<file path="config.mk">
export PLATFORM = sky130hd
export DESIGN_NAME = grid_scan_driver
export DESIGN_NICKNAME = d
export VERILOG_FILES = /design/src/rtl/grid_pkg.sv /design/src/rtl/grid_dbuf.sv /design/src/rtl/grid_scan_driver.sv
export SDC_FILE = /design/constraint.sdc
export NUM_CORES = 1
export LEC_CHECK = 0
export ABC_AREA = 0
export CORE_UTILIZATION = 30
export CTS_CLUSTER_DIAMETER = 80
export DETAILED_ROUTE_END_ITERATION = 10
export DONT_BUFFER_PORTS = 1
export PLACE_DENSITY = 0.43
export RECOVER_POWER = 100
export SYNTH_ARGS = -nofsm -noshare
export SYNTH_HDL_FRONTEND = slang
export SYNTH_HIERARCHICAL = 1
export SYNTH_SLANG_ARGS = --single-unit
</file>
<file path="constraint.sdc">
create_clock -name clk -period 2.8 [get_ports clk]
set_input_delay 0.14 -clock clk [delete_from_list [all_inputs] [get_ports clk]]
set_output_delay 0.14 -clock clk [all_outputs]
set_load 0.01 [all_outputs]
</file>
<file path="src/rtl/grid_pkg.sv">
// Shared constants, scan state encoding and row extraction for the LED grid scan driver.
package grid_pkg;

    localparam int GRID_N = 8;
    localparam int GRID_W = 64;

    typedef enum logic [1:0] {
        ST_IDLE  = 2'd0,
        ST_BLANK = 2'd1,
        ST_SHOW  = 2'd2
    } scan_state_t;

    // Row r of a generation is the byte grid[8r+7:8r]; bit c of that byte is column c.
    function automatic logic [GRID_N-1:0] row_slice(input logic [GRID_W-1:0] grid_word,
                                                    input logic [2:0]        row);
        return grid_word[{row, 3'b000} +: GRID_N];
    endfunction

endpackage

</file>
<file path="src/rtl/grid_dbuf.sv">
// Pending/display double buffer: captures one waiting generation and hands it to the
// display side only at a frame-start swap, so a frame never mixes two generations.
module grid_dbuf
    import grid_pkg::*;
(
    input  logic              clk,
    input  logic              reset,
    input  logic [GRID_W-1:0] grid,
    input  logic              grid_valid,
    output logic              grid_ready,
    input  logic              swap,
    output logic [GRID_W-1:0] display_next
);

    logic [GRID_W-1:0] pending_r;
    logic [GRID_W-1:0] display_r;
    logic              full_r;
    logic              accept_s;
    logic              swap_s;

    // Accept only into an empty pending slot; a swap only moves a waiting generation.
    assign grid_ready = ~full_r;
    assign accept_s   = grid_valid & ~full_r;
    assign swap_s     = swap & full_r;

    // Value the display buffer takes at the coming edge, so the scan side can register
    // the first row of a freshly swapped frame without a cycle of lag.
    always_comb begin
        display_next = display_r;
        if (swap_s) begin
            display_next = pending_r;
        end else begin
            display_next = display_r;
        end
    end

    // Buffer registers; swap and accept are mutually exclusive because one needs a full slot.
    always_ff @(posedge clk) begin
        if (reset) begin
            pending_r <= {GRID_W{1'b0}};
            display_r <= {GRID_W{1'b0}};
            full_r    <= 1'b0;
        end else begin
            display_r <= display_next;
            if (swap_s) begin
                full_r <= 1'b0;
            end else if (accept_s) begin
                full_r    <= 1'b1;
                pending_r <= grid;
            end
        end
    end

endmodule

</file>
<file path="src/rtl/grid_scan_driver.sv">
// Row-scanning driver for an 8x8 LED matrix fed by the life grid bus. Each row gets
// BLANK dark cycles followed by DWELL lit cycles; enable is only looked at frame ends.
module grid_scan_driver
    import grid_pkg::*;
#(
    parameter int DWELL = 4,
    parameter int BLANK = 1
) (
    input  logic              clk,
    input  logic              reset,
    input  logic [GRID_W-1:0] grid,
    input  logic              grid_valid,
    output logic              grid_ready,
    input  logic              enable,
    output logic [GRID_N-1:0] row_sel,
    output logic [GRID_N-1:0] col_data,
    output logic              frame_done,
    output logic              busy
);

    localparam logic [15:0]  DWELL_LAST = 16'(DWELL - 1);
    localparam logic [15:0]  BLANK_LAST = 16'(BLANK - 1);
    localparam scan_state_t  ROW_START  = (BLANK == 0) ? ST_SHOW : ST_BLANK;

    scan_state_t       state_r;
    scan_state_t       state_s;
    logic [2:0]        row_r;
    logic [2:0]        row_s;
    logic [15:0]       cnt_r;
    logic [15:0]       cnt_s;
    logic              swap_s;
    logic [GRID_W-1:0] display_next_s;

    grid_dbuf u_dbuf (
        .clk          (clk),
        .reset        (reset),
        .grid         (grid),
        .grid_valid   (grid_valid),
        .grid_ready   (grid_ready),
        .swap         (swap_s),
        .display_next (display_next_s)
    );

    // Scan state, row index and dwell/blank counter registers.
    always_ff @(posedge clk) begin
        if (reset) begin
            state_r <= ST_IDLE;
            row_r   <= 3'd0;
            cnt_r   <= 16'd0;
        end else begin
            state_r <= state_s;
            row_r   <= row_s;
            cnt_r   <= cnt_s;
        end
    end

    // Next-state logic; swap is requested on every frame start (IDLE exit or row-7 wrap).
    always_comb begin
        state_s = state_r;
        row_s   = row_r;
        cnt_s   = cnt_r;
        swap_s  = 1'b0;
        case (state_r)
            ST_IDLE: begin
                if (enable) begin
                    state_s = ROW_START;
                    row_s   = 3'd0;
                    cnt_s   = 16'd0;
                    swap_s  = 1'b1;
                end else begin
                    state_s = ST_IDLE;
                end
            end
            ST_BLANK: begin
                if (cnt_r == BLANK_LAST) begin
                    state_s = ST_SHOW;
                    cnt_s   = 16'd0;
                end else begin
                    cnt_s = cnt_r + 16'd1;
                end
            end
            ST_SHOW: begin
                if (cnt_r == DWELL_LAST) begin
                    cnt_s = 16'd0;
                    row_s = row_r + 3'd1;
                    if (row_r == 3'd7) begin
                        if (enable) begin
                            state_s = ROW_START;
                            swap_s  = 1'b1;
                        end else begin
                            state_s = ST_IDLE;
                        end
                    end else begin
                        state_s = ROW_START;
                    end
                end else begin
                    cnt_s = cnt_r + 16'd1;
                end
            end
            default: begin
                state_s = ST_IDLE;
                row_s   = 3'd0;
                cnt_s   = 16'd0;
            end
        endcase
    end

    // Outputs are registered from the next state so they line up with the state register.
    always_ff @(posedge clk) begin
        if (reset) begin
            row_sel    <= {GRID_N{1'b0}};
            col_data   <= {GRID_N{1'b0}};
            frame_done <= 1'b0;
            busy       <= 1'b0;
        end else begin
            busy       <= (state_s != ST_IDLE);
            frame_done <= (state_s == ST_SHOW) && (row_s == 3'd7) && (cnt_s == DWELL_LAST);
            if (state_s == ST_SHOW) begin
                row_sel  <= 8'd1 << row_s;
                col_data <= row_slice(display_next_s, row_s);
            end else begin
                row_sel  <= {GRID_N{1'b0}};
                col_data <= {GRID_N{1'b0}};
            end
        end
    end

endmodule

</file>
==> flow_summary_export.csv <==
group,metric,value,unit
outcome,outcome,"finished clean",
critical_path,reg2reg_to,"col_data[5]$_SDFF_PP0_",
min_path,min_path_cells,2,
sta,worst_slew_pin_slew,1230,ps
sta,fmax,374,MHz
pwr,p_int,4.17,mW
sta,period_minus_slack,2670,ps
pwr,p_per_area,530,nW/µm²
global_route,grtUsageTotal,0.169,
drt,wirelength_met1,11.2,mm
pwr,leakagePower,4.47,nW
clocking,cts_tree,"yes",
die,ios,87,
sta,hold_viol,0,
clocking,root_buffer,"clkbuf_16",
critical_path,path_max_fanout,8,
die,die_h,171,µm
critical_path,path_cells,"nor4_2 > buf_4 > and4_4 > nand2_1 > a21oi_2 > nand2_4 > buf_4 > mux2_1 > mux2i_1 > mux2i_1 > a32o_1",
clocking,insertion_delay,430,ps
logic_synthesis,syn_area,8560,µm²
place,hpwl,14.9,mm
sta,setup_slack,128,ps
clocking,cts.sinks,168,
drt,highest_layer,"met4",
critical_path,path_class,"reg2reg",
critical_path,critPathLaunchType,"flop",
drt,drt_wl_total,24.2,mm
global_route,globalRouteOverflowTotal,0,
logic_synthesis,syn_inst,862,
die,fp.dieArea,29200,µm²
critical_path,cp.depth,11,
critical_path,critPathArrivalTime,2990,ps
drt,num_vias,6527,
drt,drc,0,
sta,fin_crit_sh,0.954,
logic_synthesis,synth_nets,934,
logic_synthesis,syn_avg_cell_area,9.93,µm²
critical_path,crit_required,3120,ps
global_route,grt_pass1_vias,6696,
place,dp_cells,1221,
clocking,htree_num_levels,4,
die,initial_utilization,0.306,
drt,dr_wl_met2,11.6,mm
critical_path,cp_num_buf_inv,2,
pwr,power.total,5.62,mW
pwr,combPwrFrac,0.121,
sta,final_max_slew_viol_count,0,
die,rows,61,
place,placed_cell_area,9150,µm²
final_layout,num-nets-final,1015,
drt,drt_iter0_drc,372,
run,cap_viol_max_count,0,
pwr,switching_power,1.44,mW
critical_path,endpoint_kind,"flop",
drt,wl_per_cell,18.2,µm
final_layout,stdcell_count,1334,
sta,skew,13.2,ps
pwr,switching_share,0.257,
place,portBuffers,0,
final_layout,drive_gt1_frac,0.153,
clocking,clk_transition_reported_paths,70,ps
global_route,grt_max_degree,189,
logic_synthesis,yosys_most_used_dff,"dfxtp_1",
critical_path,cpPeakStageDelay,380,ps
logic_synthesis,synth-seq-cells,168,
die,core-area,27900,µm²
place,dp_slack,-154,ps
logic_synthesis,async_flop_share,0,
sta,fin_tns_setup,0,ps
pwr,clockPowerShare,0.429,
pwr,power_frac_seq,0.450,
critical_path,r2r_slack,130,ps
critical_path,reg2regPathDepth,11,
die,fp.dieW,171,µm
pwr,ir_drop,399,µV
drt,wl_met3,1.10,mm
critical_path,critPathTopFamily,"multiplexers",
clocking,clockBufferDepth,2,
drt,viasPerCell,4.89,
clocking,cts_buffers,17,
final_layout,design_area,10600,µm²
critical_path,r2r-start,"cnt_r[8]$_SDFF_PP0_",
final_layout,syn_to_final_growth,23.9,%
critical_path,crit_path_top_delay_cell,"mux2_1",
logic_synthesis,synth_cell_types,52,
global_route,grt_pass1_wl,37.5,mm
logic_synthesis,synth_edf_count,0,
global_route,antenna_found_initial,1,
place,finalWeightedCongestion,0.822,
logic_synthesis,synth-seq-area-share,0.393,
drt,firstDrtPassIters,4,
critical_path,critical_path.startpoint,"cnt_r[8]$_SDFF_PP0_",
min_path,hold_path.class,"in2reg",
sta,slew_headroom,0.181,
final_layout,n_antenna_cell,0,
logic_synthesis,yosysWarnings,6,
critical_path,crit_end,"col_data[5]$_SDFF_PP0_",
drt,drtAntennaViolNets,0,
sta,setup_viol,0,
-- per-layer routing --
layer	up-vias	track usage
li1	3274	-
met1	3124	0.219
met2	110	0.281
met3	19	0.0365
met4	0	0.0462
met5	-	0
-- stage by stage --
| stage | hold WS [ps] | utilization |
|---|---|---|
| floorplan | 209 | - |
| global placement | 231 | 0.328 |
| detailed placement | 229 | 0.328 |
| CTS | 18.5 | 0.376 |
| global route | 22.8 | 0.380 |
| finish | 0.0774 | 0.380 |
-- power groups by stage --
stage	logic, mW	clock network [mW]	registers (mW)
after floorplan	0.418	0	2.56
after global placement	0.511	0	2.58
after detailed placement	0.512	0	2.58
after CTS	0.660	2.48	2.53
after global routing	0.741	2.59	2.54
final	0.679	2.41	2.53
-- registers in the layout (all words and copies together), names as in the netlist --
name              cells
busy                  1
u_dbuf/pending_r     64
col_data              8
row_r                 3
row_sel               8
u_dbuf/full_r         1
u_dbuf/display_r     64
frame_done            1
state_r               2
cnt_r                16
-- final cells by class --
cell class / count / area (µm²)
fill: 2860 / 17300
multi-input combinational: 610 / 4820
sequential: 168 / 3360
clock buffer: 21 / 450
timing repair buffer: 141 / 1350
clock inverter: 11 / 139
inverter: 5 / 18.8
tap: 378 / 473
-- layout by cell type (no fill, tap or decap), types with 3 or more instances in the layout --
cell	instances
buf_12	5
clkbuf_1	7
nor4_2	3
mux2_1	33
dlygate4sd3_1	69
nand2b_1	134
nand4_1	7
and3_1	7
inv_6	3
a21oi_1	23
nor4_1	3
or3_1	8
inv_1	5
a32o_1	8
ha_1	4
o21ai_0	69
dfxtp_1	168
nand3_1	3
o21ai_1	11
nand2_1	32
nor3_1	3
nor2_1	18
clkinv_4	3
mux2i_1	105
nand4bb_1	64
clkbuf_16	18
buf_4	57
mux2_2	31
-- worst min path at each step --
stage	startpoint	slack, ps	to
floorplan	reset	210	cnt_r[6]$_SDFF_PP0_
finish	reset	0.08	u_dbuf/pending_r[3]$_SDFFE_PP0P_
detailed placement	reset	230	state_r[0]$_SDFF_PP0_
CTS	reset	20	u_dbuf/pending_r[3]$_SDFFE_PP0P_
global route	reset	20	u_dbuf/pending_r[3]$_SDFFE_PP0P_
global placement	reset	230	state_r[0]$_SDFF_PP0_
-- synth_stat cells (all sizes together), types with 2 or more instances --
| library cell | number | share of area |
|---|---|---|
| dfxtp | 168 | 0.39 |
| nand2b | 134 | 0.098 |
| mux2i | 106 | 0.12 |
| o21ai | 80 | 0.047 |
| mux2 | 64 | 0.084 |
| nand4bb | 64 | 0.084 |
| clkbuf | 41 | 0.018 |
| buf | 39 | 0.031 |
| nand2 | 33 | 0.014 |
| a21oi | 24 | 0.014 |
| nor2 | 19 | 0.0086 |
| a32o | 8 | 0.0094 |
| nor4 | 8 | 0.011 |
| or3 | 8 | 0.0058 |
| and3 | 7 | 0.0051 |
| nand4 | 7 | 0.0051 |
| inv | 5 | 0.0022 |
| ha | 4 | 0.0058 |
| nand3 | 4 | 0.0029 |
| nor3 | 4 | 0.0023 |
| and4 | 3 | 0.0031 |
| a211oi | 2 | 0.0018 |
| a21o | 2 | 0.0018 |
| a22oi | 2 | 0.0018 |
| a31oi | 2 | 0.0015 |
| nor2b | 2 | 0.0015 |
| nor3b | 2 | 0.0018 |
| o22a | 2 | 0.0020 |
| o22ai | 2 | 0.0015 |
| or4 | 2 | 0.0018 |
| xnor2 | 2 | 0.0020 |
-- cells by family after synthesis --
logic type	Yosys count	synth area share
XOR/XNOR	2	0.00205
AND/OR/NAND/NOR	299	0.247
buffers and inverters	85	0.0513
AO/OA/AOI/OAI	134	0.0925
adder cells (fa/ha/maj)	4	0.00585
multiplexers	170	0.208
flip-flops	168	0.393
-- what timing repair did --
action                                  in CTS  in global routing
endpoints found under the hold margin      143                  0
hold buffers                                71                  0
buffers inserted                             0                  8
endpoints found under the setup margin       4                  5
gates cloned                                 0                  2
pin swaps                                    0                  6
gates resized for setup                      3                  7
No activity file was read; power rests on OpenSTA's default activity.
